===== config.mk =====
export PLATFORM = sky130hd
export DESIGN_NAME = mem_arbiter_flat
export DESIGN_NICKNAME = d
export VERILOG_FILES = /design/src/rtl/mem_arbiter_if.sv /design/src/rtl/mem_arbiter.sv /design/src/flat_wrapper.sv
export SDC_FILE = /design/constraint.sdc
export NUM_CORES = 1
export LEC_CHECK = 0
export ABC_CLOCK_PERIOD_IN_PS = 4400
export BUFFER_PORTS_ARGS = -buffer_cell sky130_fd_sc_hd__buf_4
export CAP_MARGIN = 20
export CORE_MARGIN = 2
export CORE_UTILIZATION = 47
export DETAILED_ROUTE_END_ITERATION = 10
export PLACE_DENSITY = 0.84
export SLEW_MARGIN = 20
export SYNTH_ARGS = -nofsm -noshare
export SYNTH_HDL_FRONTEND = slang
export SYNTH_SLANG_ARGS = --single-unit

===== constraint.sdc =====
create_clock -name clk -period 4.4 [get_ports clk]
set_clock_uncertainty 0.15 [all_clocks]
set_input_delay 0.44 -clock clk [delete_from_list [all_inputs] [get_ports clk]]
set_output_delay 0.44 -clock clk [all_outputs]
set_load 0.05 [all_outputs]

===== src/rtl/mem_arbiter_if.sv =====
// Bus bundle between the memory arbiter, its two requesters and the data memory.
// slave = arbiter side, master = requester/memory side.
interface mem_arbiter_if #(
    parameter int ADDR_W = 10,
    parameter int DATA_W = 32
);
    logic              cpu_req;
    logic              cpu_we;
    logic [ADDR_W-1:0] cpu_addr;
    logic [DATA_W-1:0] cpu_wdata;
    logic              cpu_ack;
    logic [DATA_W-1:0] cpu_rdata;

    logic              host_req;
    logic              host_we;
    logic [ADDR_W-1:0] host_addr;
    logic [DATA_W-1:0] host_wdata;
    logic              host_ack;
    logic [DATA_W-1:0] host_rdata;

    logic              mem_en;
    logic              mem_we;
    logic [ADDR_W-1:0] mem_addr;
    logic [DATA_W-1:0] mem_wdata;
    logic [DATA_W-1:0] mem_rdata;

    logic              busy;
    logic              owner;

    modport slave (
        input  cpu_req, cpu_we, cpu_addr, cpu_wdata,
        output cpu_ack, cpu_rdata,
        input  host_req, host_we, host_addr, host_wdata,
        output host_ack, host_rdata,
        output mem_en, mem_we, mem_addr, mem_wdata,
        input  mem_rdata,
        output busy, owner
    );

    modport master (
        output cpu_req, cpu_we, cpu_addr, cpu_wdata,
        input  cpu_ack, cpu_rdata,
        output host_req, host_we, host_addr, host_wdata,
        input  host_ack, host_rdata,
        input  mem_en, mem_we, mem_addr, mem_wdata,
        output mem_rdata,
        input  busy, owner
    );
endinterface


===== src/rtl/mem_arbiter.sv =====
// CPU/host arbiter in front of one single-port data memory (IDLE/ISSUE/WAIT/ACK).
// Optional macro ARB_CPU_PRIORITY_EN: CPU wins every tie instead of round-robin.
module mem_arbiter #(
    parameter int ADDR_W  = 10,
    parameter int DATA_W  = 32,
    parameter int MEM_LAT = 1
) (
    input  logic         clk,
    input  logic         rst,
    mem_arbiter_if.slave bus
);
    typedef enum logic [1:0] {IDLE, ISSUE, WAIT, ACK} state_t;

    localparam logic [3:0] LAT_M1 = 4'(MEM_LAT - 1);

    state_t            state;
    state_t            state_nx;
    logic [3:0]        cnt;
    logic              owner_q;
    logic              we_q;
    logic [ADDR_W-1:0] addr_q;
    logic [DATA_W-1:0] wdata_q;
    logic [DATA_W-1:0] crd_q;
    logic [DATA_W-1:0] hrd_q;
    logic              any_req;
    logic              grant;

    assign any_req = bus.cpu_req | bus.host_req;

`ifdef ARB_CPU_PRIORITY_EN
    // host is granted only when the CPU is not asking
    assign grant = ~bus.cpu_req;
`else
    logic last_q;

    assign grant = (bus.cpu_req & bus.host_req) ? ~last_q : bus.host_req;

    // remember who was served last; host after reset so the CPU wins the first tie
    always_ff @(posedge clk) begin
        if (rst)
            last_q <= 1'b1;
        else if (state == ACK)
            last_q <= owner_q;
    end
`endif

    // state register
    always_ff @(posedge clk) begin
        if (rst)
            state <= IDLE;
        else
            state <= state_nx;
    end

    // next-state logic
    always_comb begin
        state_nx = state;
        unique case (state)
            IDLE:  if (any_req) state_nx = ISSUE;
            ISSUE: state_nx = WAIT;
            WAIT:  if (cnt == 4'd0) state_nx = ACK;
            ACK:   state_nx = IDLE;
            default: state_nx = IDLE;
        endcase
    end

    // latch the winner, count the memory latency, capture read data
    always_ff @(posedge clk) begin
        if (rst) begin
            cnt     <= '0;
            owner_q <= 1'b0;
            we_q    <= 1'b0;
            addr_q  <= '0;
            wdata_q <= '0;
            crd_q   <= '0;
            hrd_q   <= '0;
        end else begin
            case (state)
                IDLE: begin
                    if (any_req) begin
                        owner_q <= grant;
                        we_q    <= grant ? bus.host_we : bus.cpu_we;
                        addr_q  <= grant ? bus.host_addr : bus.cpu_addr;
                        wdata_q <= grant ? bus.host_wdata : bus.cpu_wdata;
                    end
                end
                ISSUE: cnt <= LAT_M1;
                WAIT: begin
                    if (cnt != 4'd0) begin
                        cnt <= cnt - 4'd1;
                    end else if (!we_q) begin
                        if (owner_q)
                            hrd_q <= bus.mem_rdata;
                        else
                            crd_q <= bus.mem_rdata;
                    end
                end
                default: ;
            endcase
        end
    end

    assign bus.mem_en     = (state == ISSUE);
    assign bus.mem_we     = (state == ISSUE) & we_q;
    assign bus.mem_addr   = addr_q;
    assign bus.mem_wdata  = wdata_q;
    assign bus.busy       = (state != IDLE);
    assign bus.owner      = owner_q;
    assign bus.cpu_ack    = (state == ACK) & ~owner_q;
    assign bus.host_ack   = (state == ACK) & owner_q;
    assign bus.cpu_rdata  = crd_q;
    assign bus.host_rdata = hrd_q;
endmodule

===== src/flat_wrapper.sv =====
// flat-port wrapper written by rule: the top's interface ports become plain ports
module mem_arbiter_flat 
#(
    parameter int ADDR_W  = 10,
    parameter int DATA_W  = 32,
    parameter int MEM_LAT = 1
)
  (clk, rst, bus_cpu_req, bus_cpu_we, bus_cpu_addr, bus_cpu_wdata, bus_cpu_ack, bus_cpu_rdata, bus_host_req, bus_host_we, bus_host_addr, bus_host_wdata, bus_host_ack, bus_host_rdata, bus_mem_en, bus_mem_we, bus_mem_addr, bus_mem_wdata, bus_mem_rdata, bus_busy, bus_owner);
  mem_arbiter_if #(.ADDR_W(ADDR_W), .DATA_W(DATA_W)) bus_i ();
  input  logic clk;
  input  logic rst;
  input wire logic [$bits(bus_i.cpu_req)-1:0] bus_cpu_req;
  input wire logic [$bits(bus_i.cpu_we)-1:0] bus_cpu_we;
  input wire logic [$bits(bus_i.cpu_addr)-1:0] bus_cpu_addr;
  input wire logic [$bits(bus_i.cpu_wdata)-1:0] bus_cpu_wdata;
  output wire logic [$bits(bus_i.cpu_ack)-1:0] bus_cpu_ack;
  output wire logic [$bits(bus_i.cpu_rdata)-1:0] bus_cpu_rdata;
  input wire logic [$bits(bus_i.host_req)-1:0] bus_host_req;
  input wire logic [$bits(bus_i.host_we)-1:0] bus_host_we;
  input wire logic [$bits(bus_i.host_addr)-1:0] bus_host_addr;
  input wire logic [$bits(bus_i.host_wdata)-1:0] bus_host_wdata;
  output wire logic [$bits(bus_i.host_ack)-1:0] bus_host_ack;
  output wire logic [$bits(bus_i.host_rdata)-1:0] bus_host_rdata;
  output wire logic [$bits(bus_i.mem_en)-1:0] bus_mem_en;
  output wire logic [$bits(bus_i.mem_we)-1:0] bus_mem_we;
  output wire logic [$bits(bus_i.mem_addr)-1:0] bus_mem_addr;
  output wire logic [$bits(bus_i.mem_wdata)-1:0] bus_mem_wdata;
  input wire logic [$bits(bus_i.mem_rdata)-1:0] bus_mem_rdata;
  output wire logic [$bits(bus_i.busy)-1:0] bus_busy;
  output wire logic [$bits(bus_i.owner)-1:0] bus_owner;
  assign bus_i.cpu_req = bus_cpu_req;
  assign bus_i.cpu_we = bus_cpu_we;
  assign bus_i.cpu_addr = bus_cpu_addr;
  assign bus_i.cpu_wdata = bus_cpu_wdata;
  assign bus_cpu_ack = bus_i.cpu_ack;
  assign bus_cpu_rdata = bus_i.cpu_rdata;
  assign bus_i.host_req = bus_host_req;
  assign bus_i.host_we = bus_host_we;
  assign bus_i.host_addr = bus_host_addr;
  assign bus_i.host_wdata = bus_host_wdata;
  assign bus_host_ack = bus_i.host_ack;
  assign bus_host_rdata = bus_i.host_rdata;
  assign bus_mem_en = bus_i.mem_en;
  assign bus_mem_we = bus_i.mem_we;
  assign bus_mem_addr = bus_i.mem_addr;
  assign bus_mem_wdata = bus_i.mem_wdata;
  assign bus_i.mem_rdata = bus_mem_rdata;
  assign bus_busy = bus_i.busy;
  assign bus_owner = bus_i.owner;
  mem_arbiter #(.ADDR_W(ADDR_W), .DATA_W(DATA_W), .MEM_LAT(MEM_LAT)) u_core (.clk(clk), .rst(rst), .bus(bus_i));
endmodule

==> implementation parameters <==
Parameter                              Value

Power and ir drop
  P_sw    1840 uW
  Relative contribution of sequential cells to total power    30.9%
  Switching power as a share of total power    40.7%
  VDD IR max    a little over 0.6 mV
  P_int    2690 uW
  Standby leakage power    0.00341 uW
  Power density relative to cell area    614 mW/mm2
  Logic pwr share    41.7%
  Clock network fraction of design power    27.4%

Route
  Total wire length after detailed routing    approximately 13000 um
  First drt pass iteration count    4
  Final routed DRC violation total    0
  Violation count after the first detailed-route iteration    191
  Wire per inst    15.3 um
  Total via count after detailed routing    4361
  Vias per std cell    5.07
  Antenna viol nets, final    0

Synthesis
  Synth Instances    497
  Sequential cell area fraction in the yosys report    about 45%
  Fraction of synthesized cell area taken by the top area cell type    a little under half
  FF+latch count, synth    115
  Yosys warns    0
  Main combinational cell family by area after synthesis    multiplexers
  Post-synthesis area per instance    between 10 and 15 um2
  Area share of xor/xnor cells in the synthesized design    0%
  Largest cells by area after synthesis    dfxtp_1, mux2i_1, nand2b_1
  Mux cell area share after synthesis    21.3%
  Dominant cell type by area after synthesis    dfxtp_1
  Synth cell types    35
  Number of nets produced by synthesis    625
  Post-synthesis instance area    0.00506 mm2
  Synth Area in Adders    under 10%
  Fraction of the mapped netlist area in compound gates    approximately 8.3%
  Simple-gate area share of the yosys netlist    18.8%

Placement
  DPL Wire Length    slightly below 10000 um
  Placer's final routability congestion estimate    0.771
  Cell Area, Placed    between 0.006 and 0.007 mm2
  Port bufs    233

STA
  Worst slew margin    34.3%
  Final Critical Period    2.55 ns
  Ratio of final minimum period to clock period    58.0%
  Unrepaired setup endpoints after global routing    no
  Count of final setup violators    0
  Transition time at the pin with the least slew margin    slightly below 1 ns
  Number of hold-slack violations in the final timing report    0
  Final Max Tran Viols    0
  Max Clk Rate    0.392 GHz
  Setup_tns    0 ns

Die
  I/O Pins    234
  Core Region    0.0104 mm2
  Die area    0.0116 mm2
  Vert. Die Dim    108 um
  Cell row count    37
  Horizontal die dimension    108 um
  Initial core utilization    48.8%

Final layout
  # diodes    0
  Area added between synthesis and finish    45.8%
  Final-layout fill cell count    between 700 and 800
  Utilization after layout    71.2%
  Post-layout nets    842
  Share of cells above drive strength 1    37.7%
  Finished Cell Area    0.00738 mm2

Clock network
  Max Buffers Root-to-Sink    2
  Post-CTS Hold Buffers    0
  Total number of clock tree sinks    115
  CTS clk-pin slew, worst paths    about 0.05 ns
  Clk Latency, worst-skew pair    between 0.5 and 0.6 ns
  CTS Root Buffer Type    clkbuf_8
  Number of post-CTS setup repair buffers    0
  Count of H-tree levels built during CTS    4
  CTS tree    yes
  Post-cts sizing count    0
  Number of CTS-inserted buffers    17

Setup path
  Endpoint type of the worst setup path    flip-flop
  Bufs and invs on worst path    2
  Startpoint types    flip-flop
  Worst path cell trace    inv_1, ha_1, o21a_2, buf_4, nor2_1, a211oi_1
  Largest delay share family, worst path    compound AO/OA/AOI/OAI gates
  Largest incremental delay on the critical path    0.81 ns
  Largest fanout of any net on the critical path    58
  Kind of critical path    flip-flop to flip-flop
  Endpoint arrival time on the critical path    2.81 ns
  Library cell contributing the largest single delay on the critical path    o21a_2
  Endpoint required time on the critical path    roughly 4.7 ns

Global route
  Vias in the first global route    4401
  GRT Total Usage    23.1%
  Maximum number of pins on one net before global-route repair    149
  First-pass GRT wire length    roughly 21000 um
  Overflow left after global routing    0
  Antenna violations before repair    0

Min path
  Min-delay worst type    input pin to flip-flop

Run
  Max-cap check violation count    0

Outcome
  Result of the run    completed
[metrics by stage]
| step | std cells | total power [uW] | hold slack (ns) | setup WS [ns] |
|---|---|---|---|---|
| 2_1_floorplan | 497 | 2740 | 0.281 | 2.40 |
| 3_3_place_gp | 830 | 3270 | 0.309 | 2.00 |
| 3_5_place_dp | 830 | 3320 | 0.316 | 1.84 |
| 4_1_cts | 860 | 4570 | 0.0555 | 1.81 |
| 5_1_grt | 861 | 4740 | 0.0627 | 1.61 |
| 6_report | 861 | 4530 | 0.0784 | 1.85 |
[layout make-up]
class	count	area (um2)	area share [%]
Inverter	7	26.3	0.356
Tap cell	136	170	2.30
Sequential cell	115	2300	31.2
Multi-Input combinational cell	335	2550	34.5
Timing Repair Buffer	238	1790	24.3
Clock inverter	5	50.0	0.678
Clock buffer	25	494	6.69
[cell families after synthesis]
logic type / after synthesis
and+or+nand+nor: 163
DFF: 115
muxes: 108
AOI/OAI and AO/OA: 58
buffers and inverters: 47
adders and majority gates: 6
[power groups by stage]
stage	logic (uW)	registers (uW)	clock network, uW
after detailed placement	1900	1420	0
after global placement	1860	1410	0
after global routing	2000	1420	1320
after CTS	1900	1400	1260
final	1890	1400	1240
after floorplan	663	2080	0
[synthesized netlist by cell type, drive strengths merged]
cell / count
nor3: 1
and2b: 1
dfxtp: 115
a21boi: 1
nand2: 1
nor2: 45
a21o: 1
buf: 17
a211o: 1
inv: 7
nor4: 2
nand3: 2
o21ai: 2
a21oi: 5
o211ai: 2
or4b: 1
nand2b: 100
o21a: 1
or3b: 1
or4: 1
ha: 6
clkbuf: 23
nand4b: 1
nand3b: 1
nor4b: 1
nor3b: 2
a211oi: 44
and2: 2
o31a: 1
mux2i: 108
or3: 1
[routing by layer]
layer / part of all wire (%) / up-vias / track usage (%)
met5: 0 / - / 0
met4: 2.7 / 0 / 10.2
met3: 7.3 / 27 / 6.36
met2: 51 / 200 / 41.6
met1: 39 / 1985 / 25.1
li1: - / 2149 / -
[worst register-to-register path, delay by kind of cell (launching register included)]
kind                       cells  cell delay, ns
AOI/OAI and AO/OA              2            1.05
buffers and inverters          2            0.59
DFF                            1            0.32
adders and majority gates      1            0.26
and+or+nand+nor                1            0.08
[path summary, 6_finish.rpt]
path                                         start                                     to  slack (ns)  cells after the start
max reg2reg           u_core.state[0]$_SDFFE_PP0P_  u_core.bus.mem_wdata[26]$_SDFFE_PP0P_        1.85                      6
min                              bus_mem_rdata[30]  u_core.bus.cpu_rdata[30]$_SDFFE_PP0P_        0.08                      3
max                   u_core.state[0]$_SDFFE_PP0P_  u_core.bus.mem_wdata[26]$_SDFFE_PP0P_        1.85                      6
min reg2reg  u_core.bus.cpu_rdata[15]$_SDFFE_PP0P_  u_core.bus.cpu_rdata[15]$_SDFFE_PP0P_        0.32                      2
[placed cells by master (no fill, tap or decap), types with 3 or more instances in the layout]
| cell type | Yosys | layout |
|---|---|---|
| a211oi_1 | 44 | 44 |
| a21oi_1 | 5 | 5 |
| buf_4 | 3 | 236 |
| clkbuf_1 | 23 | 3 |
| clkbuf_16 | 0 | 16 |
| clkbuf_8 | 0 | 6 |
| clkinv_2 | 0 | 4 |
| dfxtp_1 | 115 | 115 |
| ha_1 | 6 | 6 |
| inv_1 | 7 | 7 |
| mux2i_1 | 108 | 108 |
| nand2b_1 | 100 | 100 |
| nor2_1 | 45 | 45 |
[state kept, by name, summed over array words and instances (netlist names)]
name,flops
u_core.we_q,1
u_core.bus.cpu_rdata,32
u_core.cnt,4
u_core.bus.host_rdata,32
u_core.last_q,1
u_core.bus.mem_wdata,32
u_core.bus.owner,1
u_core.bus.mem_addr,10
u_core.state,2
Note: power is estimated with default switching activity, not from simulation.
